--- config.mk ---
export PLATFORM = sky130hd
export DESIGN_NAME = muldiv_unit
export DESIGN_NICKNAME = d
export VERILOG_FILES = /design/src/rtl/muldiv_unit.sv
export SDC_FILE = /design/constraint.sdc
export NUM_CORES = 1
export LEC_CHECK = 0
export ABC_AREA = 1
export BUFFER_PORTS_ARGS = -buffer_cell sky130_fd_sc_hd__buf_2
export CELL_PAD_IN_SITES_DETAIL_PLACEMENT = 0
export CELL_PAD_IN_SITES_GLOBAL_PLACEMENT = 1
export CORE_ASPECT_RATIO = 0.9
export CORE_MARGIN = 1.5
export CORE_UTILIZATION = 40
export CTS_BUF_LIST = sky130_fd_sc_hd__clkbuf_2
export DETAILED_ROUTE_END_ITERATION = 10
export GPL_TIMING_DRIVEN = 0
export HOLD_SLACK_MARGIN = 0.15
export PLACE_DENSITY_LB_ADDON = 0.1
export SLEW_MARGIN = 20
export SYNTH_ARGS = -nofsm -noshare
export SYNTH_HDL_FRONTEND = slang
export SYNTH_SLANG_ARGS = --single-unit
--- constraint.sdc ---
create_clock -name clk -period 2.4 [get_ports clk]
set_clock_uncertainty 0.2 [all_clocks]
set_input_delay 0.24 -clock clk [delete_from_list [all_inputs] [get_ports clk]]
set_output_delay 0.24 -clock clk [all_outputs]
set_load 0.005 [all_outputs]
--- src/rtl/muldiv_unit.sv ---
// Iterative multiply/divide unit: radix-2 shift-add multiply and restoring divide,
// one operation in flight, HI/LO results presented with a one-cycle done pulse.
module muldiv_unit #(
  parameter int WIDTH = 32
) (
  input  logic             clk,
  input  logic             rst,
  input  logic             start,
  input  logic [1:0]       op,
  input  logic [WIDTH-1:0] src_a,
  input  logic [WIDTH-1:0] src_b,
  input  logic             cancel,
  output logic             busy,
  output logic             done,
  output logic [WIDTH-1:0] hi_out,
  output logic [WIDTH-1:0] lo_out,
  output logic             div_zero,
  output logic [2:0]       dbg_state
);

  // Handshake: start is sampled only while idle; busy is high from the cycle after
  // accept until done is pulsed; done marks hi_out/lo_out/div_zero as new for one cycle.

  typedef enum logic [2:0] {
    S_IDLE = 3'd0,
    S_PREP = 3'd1,
    S_CALC = 3'd2,
    S_FIX  = 3'd3,
    S_DONE = 3'd4
  } state_t;

  localparam logic [WIDTH-1:0]   ONE_W    = {{(WIDTH-1){1'b0}}, 1'b1};
  localparam logic [2*WIDTH-1:0] ONE_2W   = {{(2*WIDTH-1){1'b0}}, 1'b1};
  localparam logic [WIDTH-1:0]   CNT_LAST = WIDTH'(WIDTH - 1);

  state_t             r_state;
  logic [1:0]         r_op;
  logic [WIDTH-1:0]   r_a;
  logic [WIDTH-1:0]   r_b;
  logic [WIDTH-1:0]   r_opnd;
  logic [WIDTH-1:0]   r_rem;
  logic [WIDTH-1:0]   r_cnt;
  logic [2*WIDTH-1:0] r_acc;
  logic               r_sign_res;
  logic               r_sign_rem;
  logic               r_dz;

  logic               w_is_div;
  logic               w_is_signed;
  logic               w_neg_a;
  logic               w_neg_b;
  logic               w_b_zero;
  logic [WIDTH-1:0]   w_abs_a;
  logic [WIDTH-1:0]   w_abs_b;
  logic [WIDTH-1:0]   w_addend;
  logic [WIDTH:0]     w_mul_sum;
  logic [WIDTH:0]     w_shift;
  logic [WIDTH:0]     w_diff;
  logic               w_fits;
  logic [2*WIDTH-1:0] w_prod_fix;
  logic [WIDTH-1:0]   w_quo_fix;
  logic [WIDTH-1:0]   w_rem_fix;

  assign w_is_div    = r_op[1];
  assign w_is_signed = ~r_op[0];
  assign w_neg_a     = w_is_signed & r_a[WIDTH-1];
  assign w_neg_b     = w_is_signed & r_b[WIDTH-1];
  assign w_abs_a     = w_neg_a ? (~r_a + ONE_W) : r_a;
  assign w_abs_b     = w_neg_b ? (~r_b + ONE_W) : r_b;
  assign w_b_zero    = (r_b == '0);

  // Multiply: multiplier sits in the low half of r_acc and shifts out LSB first,
  // r_opnd holds the multiplicand added into the high half.
  assign w_addend  = r_acc[0] ? r_opnd : '0;
  assign w_mul_sum = {1'b0, r_acc[2*WIDTH-1:WIDTH]} + {1'b0, w_addend};

  // Divide: dividend shifts out of the low half MSB first while quotient bits
  // shift in; r_opnd holds the divisor.
  assign w_shift = {r_rem, r_acc[WIDTH-1]};
  assign w_diff  = w_shift - {1'b0, r_opnd};
  assign w_fits  = ~w_diff[WIDTH];

  // Sign flags are only ever set for signed ops, so unsigned results pass through.
  assign w_prod_fix = r_sign_res ? (~r_acc + ONE_2W) : r_acc;
  assign w_quo_fix  = r_sign_res ? (~r_acc[WIDTH-1:0] + ONE_W) : r_acc[WIDTH-1:0];
  assign w_rem_fix  = r_sign_rem ? (~r_rem + ONE_W) : r_rem;

  assign dbg_state = r_state;

  always_ff @(posedge clk) begin
    if (rst) begin
      r_state    <= S_IDLE;
      r_op       <= '0;
      r_a        <= '0;
      r_b        <= '0;
      r_opnd     <= '0;
      r_rem      <= '0;
      r_cnt      <= '0;
      r_acc      <= '0;
      r_sign_res <= 1'b0;
      r_sign_rem <= 1'b0;
      r_dz       <= 1'b0;
      busy       <= 1'b0;
      done       <= 1'b0;
      hi_out     <= '0;
      lo_out     <= '0;
      div_zero   <= 1'b0;
    end else begin
      done <= 1'b0;
      case (r_state)
        S_IDLE: begin
          if (start) begin
            r_op    <= op;
            r_a     <= src_a;
            r_b     <= src_b;
            busy    <= 1'b1;
            r_state <= S_PREP;
          end
        end

        S_PREP: begin
          if (cancel) begin
            busy    <= 1'b0;
            r_state <= S_IDLE;
          end else begin
            r_sign_res <= w_neg_a ^ w_neg_b;
            r_sign_rem <= w_neg_a;
            if (w_is_div && w_b_zero) begin
              r_dz    <= 1'b1;
              r_acc   <= {r_a, {WIDTH{1'b1}}};
              r_state <= S_DONE;
            end else begin
              r_dz  <= 1'b0;
              r_cnt <= '0;
              r_rem <= '0;
              if (w_is_div) begin
                r_acc  <= {{WIDTH{1'b0}}, w_abs_a};
                r_opnd <= w_abs_b;
              end else begin
                r_acc  <= {{WIDTH{1'b0}}, w_abs_b};
                r_opnd <= w_abs_a;
              end
              r_state <= S_CALC;
            end
          end
        end

        S_CALC: begin
          if (cancel) begin
            busy    <= 1'b0;
            r_state <= S_IDLE;
          end else begin
            if (w_is_div) begin
              r_acc[WIDTH-1:0] <= {r_acc[WIDTH-2:0], w_fits};
              r_rem            <= w_fits ? w_diff[WIDTH-1:0] : w_shift[WIDTH-1:0];
            end else begin
              r_acc <= {w_mul_sum, r_acc[WIDTH-1:1]};
            end
            r_cnt <= r_cnt + ONE_W;
            if (r_cnt == CNT_LAST) begin
              r_state <= S_FIX;
            end
          end
        end

        S_FIX: begin
          if (cancel) begin
            busy    <= 1'b0;
            r_state <= S_IDLE;
          end else begin
            if (w_is_div) begin
              r_acc <= {w_rem_fix, w_quo_fix};
            end else begin
              r_acc <= w_prod_fix;
            end
            r_state <= S_DONE;
          end
        end

        S_DONE: begin
          done     <= 1'b1;
          hi_out   <= r_acc[2*WIDTH-1:WIDTH];
          lo_out   <= r_acc[WIDTH-1:0];
          div_zero <= r_dz;
          busy     <= 1'b0;
          r_state  <= S_IDLE;
        end

        default: begin
          busy    <= 1'b0;
          r_state <= S_IDLE;
        end
      endcase
    end
  end

endmodule

==> key figures <==
Timing
  • Max-slew violation total from the final report: 0
  • Worst hold slack: 0.231 ns
  • Worst-Margin Slew: 1.15 ns
  • Relative slew slack: 23.0%
  • Final hold vios: 0
  • Setup ws final: -0.328 ns
  • Final worst path period share: 114%
  • RSZ-0062 raised after global routing: yes
  • Maximum clock frequency: 0.367 GHz
  • Tmin final: 2.73 ns
  • Setup Viol. Count Final: 86

Synth
  • Synth area leader: dfxtp_1
  • Synthesized Nets: 4192
  • Asr flop ratio synth: 0%
  • Yosys warning count: 0
  • XOR/XNOR share of the synthesized area: 2.51%
  • Post-Synthesis Cells: 4051
  • Top_reg_cell synth: dfxtp_1
  • Largest cells by area after synthesis: dfxtp_1 26%, nand2_1 18%, a21oi_1 7.9%, nand3_1 7.9%, inv_1 7.9%
  • Flops & latches, synth: 299
  • Mux cell area share after synthesis: 0%
  • Adder-Cell Fraction of Synth Area: 3.86%
  • EDFF count, synth: 0
  • Combinational family with the most area after synthesis: simple AND/OR/NAND/NOR gates
  • Synth Area per Inst: 5.77 um2
  • Post-synthesis sequential area ratio: 25.6%
  • Netlist cell types: 53
  • Top-area cell type share of the netlist area: 25.6%
  • Synth Area in Compound Gates: 17.9%
  • Simple-gate area share of the yosys netlist: 39.2%
  • Synthesized area: 23400 um2

Floorplanning
  • Initial Util: 40.7%
  • Die ar.: 59900 um2
  • Die Wd: 258 um
  • Die Y: 232 um
  • Num rows: 83
  • # IOs: 140
  • Core area: 57400 um2

Final layout
  • Area delta synth->final: 37.5%
  • Nets: 4699
  • Most frequent cells in the layout: 972 x nand2_1, 440 x inv_1, 359 x nor2_1
  • Register Area: 6120 um2
  • Fillers: 5941
  • Layout cells sized above 1: 24.9%
  • Fin util: 56.0%
  • Multi-input gate area: 18100 um2
  • Final Non-Filler Cells: 5383
  • Final Cell Area: 32200 um2
  • Commonest non-fill, non-tap cell in the layout: nand2_1

Route
  • Drc violations: 0
  • First-pass DRT Iterations: 6
  • DR iter-0 viols: 3416
  • Avg WL per Cell: 23.4 um
  • Via-per-instance ratio: 5.70
  • Final ANT Viol Nets: 0
  • Vias post-DR: 30700
  • WL final: 126 mm

GRT
  • First-pass GRT wire length: 180 mm
  • Largest net degree at the start of global routing: 14
  • Number of global-route vias before repair: 28100
  • Initial antenna violation count: 5
  • All-Layer GR Usage: 40.6%
  • Congestion Overflow GR: 0

Place
  • Cell count after placement: 4953
  • Post-DP HPWL: 97.8 mm
  • Port bufs: 137
  • Placed cell areas: 25100 um2
  • Placer Congestion: 1.05

Min path
  • Hold/Removal Path Class: primary input to flop

Pwr
  • Overall Power: 0.0183 W
  • Power per cell area: 568 nW/um2
  • Leakage: 14.9 nW
  • Maximum VDD drop: 358 uV

Setup path
  • CP required: 3.10 ns
  • CP bufs+invs: 4
  • Worst Path Max Fanout: 5
  • CP max stage delay: 0.40 ns
  • WS Path Type: flop to flop
  • Worst EP arrival: 3.43 ns
  • Crit. End Element: flop
  • Reg-to-reg slack, setup: -0.33 ns
  • Startpoint Class: flop
  • Crit path cell chain: inv_1 > ha_4 > nand2_1 > nor2_4 > inv_1 > nor2_2 > nand2_2 > nand2_2 > nand2_4 > nand2_4 > nand2_4 > nand2_8 > buf_12 > buf_12 > nand2_2 > nand3_2 > a21oi_1
  • Slowest cell on the critical path: dfxtp_2
  • Critical path's top delay family: simple AND/OR/NAND/NOR gates

Clock network
  • Clk slew on worst S/H paths: 0.11 ns
  • CTS Buf Count: 85
  • Clock Tree Buf Depth: 3
  • Root Buffer: clkbuf_2
  • TritonCTS clock tree: done
  • Clock Latency Late Sink: 1.19 ns
  • CTS Sinks: 299
  • H-tree levels: 3

Outcome
  • Status: finished with violations
  • Failing checks: negative setup slack

Job
  • Max Cap Viol: 0
## synthesized netlist by cell type (12+ instances only)
cell         n
nand2_1   1125
inv_1      491
nor2_1     470
a21oi_1    370
nand3_1    370
o21ai_0    315
dfxtp_1    299
clkbuf_1    93
ha_1        69
nand4_1     69
xor2_1      49
nor3_1      46
buf_2       29
o22ai_1     20
a31oi_1     19
o211ai_1    19
xnor2_1     18
nand3b_1    17
or2_2       14
buf_1       13
nor2_2      12
nor4_1      12
## timing repair
item	in CTS	in global routing
endpoints found under the setup margin	266	194
gates resized for setup	559	453
cloned	5	4
hold endpoints to repair	234	0
setup buffers	58	71
hold buffers	147	0
pin swaps	115	131
## sequential cells by signal, indices dropped and copies added, names as in the netlist
signal and flops:
hi_out 32, r_sign_rem 1, done 1, div_zero 1, r_a 32, r_op 2
r_rem 32, dbg_state 3, r_opnd 32, r_dz 1, lo_out 32, r_sign_res 1
r_cnt 32, r_b 32, busy 1, r_acc 64
## per-layer routing
metal	part of all wire, %	wire length (um)	GRT usage, %	up-vias
met2	42	52600	60.3	1561
met1	43	54100	55.1	14500
li1	-	-	-	14300
met4	5.3	6700	19.2	4
met3	10	12800	9.41	318
met5	0.019	24	0	-
## kinds of logic (layout without fill, tap and decap cells)
group	after synthesis	after routing
AO/OA/AOI/OAI	791	791
XOR/XNOR	67	67
adder cells (fa/ha/maj)	71	71
buffers and inverters	653	1218
flip-flops	299	299
other	0	2
AND/OR/NAND/NOR	2170	2170
## power breakdown
| group | internal, W | switching (W) |
|---|---|---|
| combinational | 0.00274 | 0.00565 |
| sequential | 0.00523 | 0.000455 |
| clock | 0.00163 | 0.00257 |
## layout make-up
| type | count | area share, % |
|---|---|---|
| flip-flops and latches | 299 | 19.0 |
| plain buffers | 150 | 2.87 |
| multi-input cells | 3099 | 56.3 |
| repair buffers | 420 | 10.4 |
| diodes | 2 | 0.0156 |
| clock buffers | 112 | 1.74 |
| well taps | 765 | 2.97 |
| clock inverters | 33 | 0.719 |
| inverters | 503 | 5.99 |
## worst min-delay path, cell delays in order
cell and delay, ns:
dlygate4sd3_1 0.53, buf_2 0.10, dlygate4sd3_1 0.54, o21ai_0 0.08
a21oi_1 0.10
## path summary, 6_finish.rpt
path	depth (start not counted)	to	start
worst max-delay path	17	r_rem[24]$_SDFFE_PP0P_	r_opnd[13]$_SDFFE_PP0P_
worst min register to register	2	r_cnt[1]$_SDFFE_PP0P_	r_cnt[1]$_SDFFE_PP0P_
worst max register to register	17	r_rem[24]$_SDFFE_PP0P_	r_opnd[13]$_SDFFE_PP0P_
worst min-delay path	5	r_a[17]$_SDFFE_PP0P_	src_a[17]
## stage by stage
stage                     setup slack (ns)  TNS [ns]
after detailed placement             -1.18   -118.61
after global placement               -1.18   -115.57
after floorplan                    0.00290         0
after global routing                -0.396    -23.81
final                               -0.328    -13.89
after CTS                           -0.267    -12.00
(Power assumes the default switching activity.)
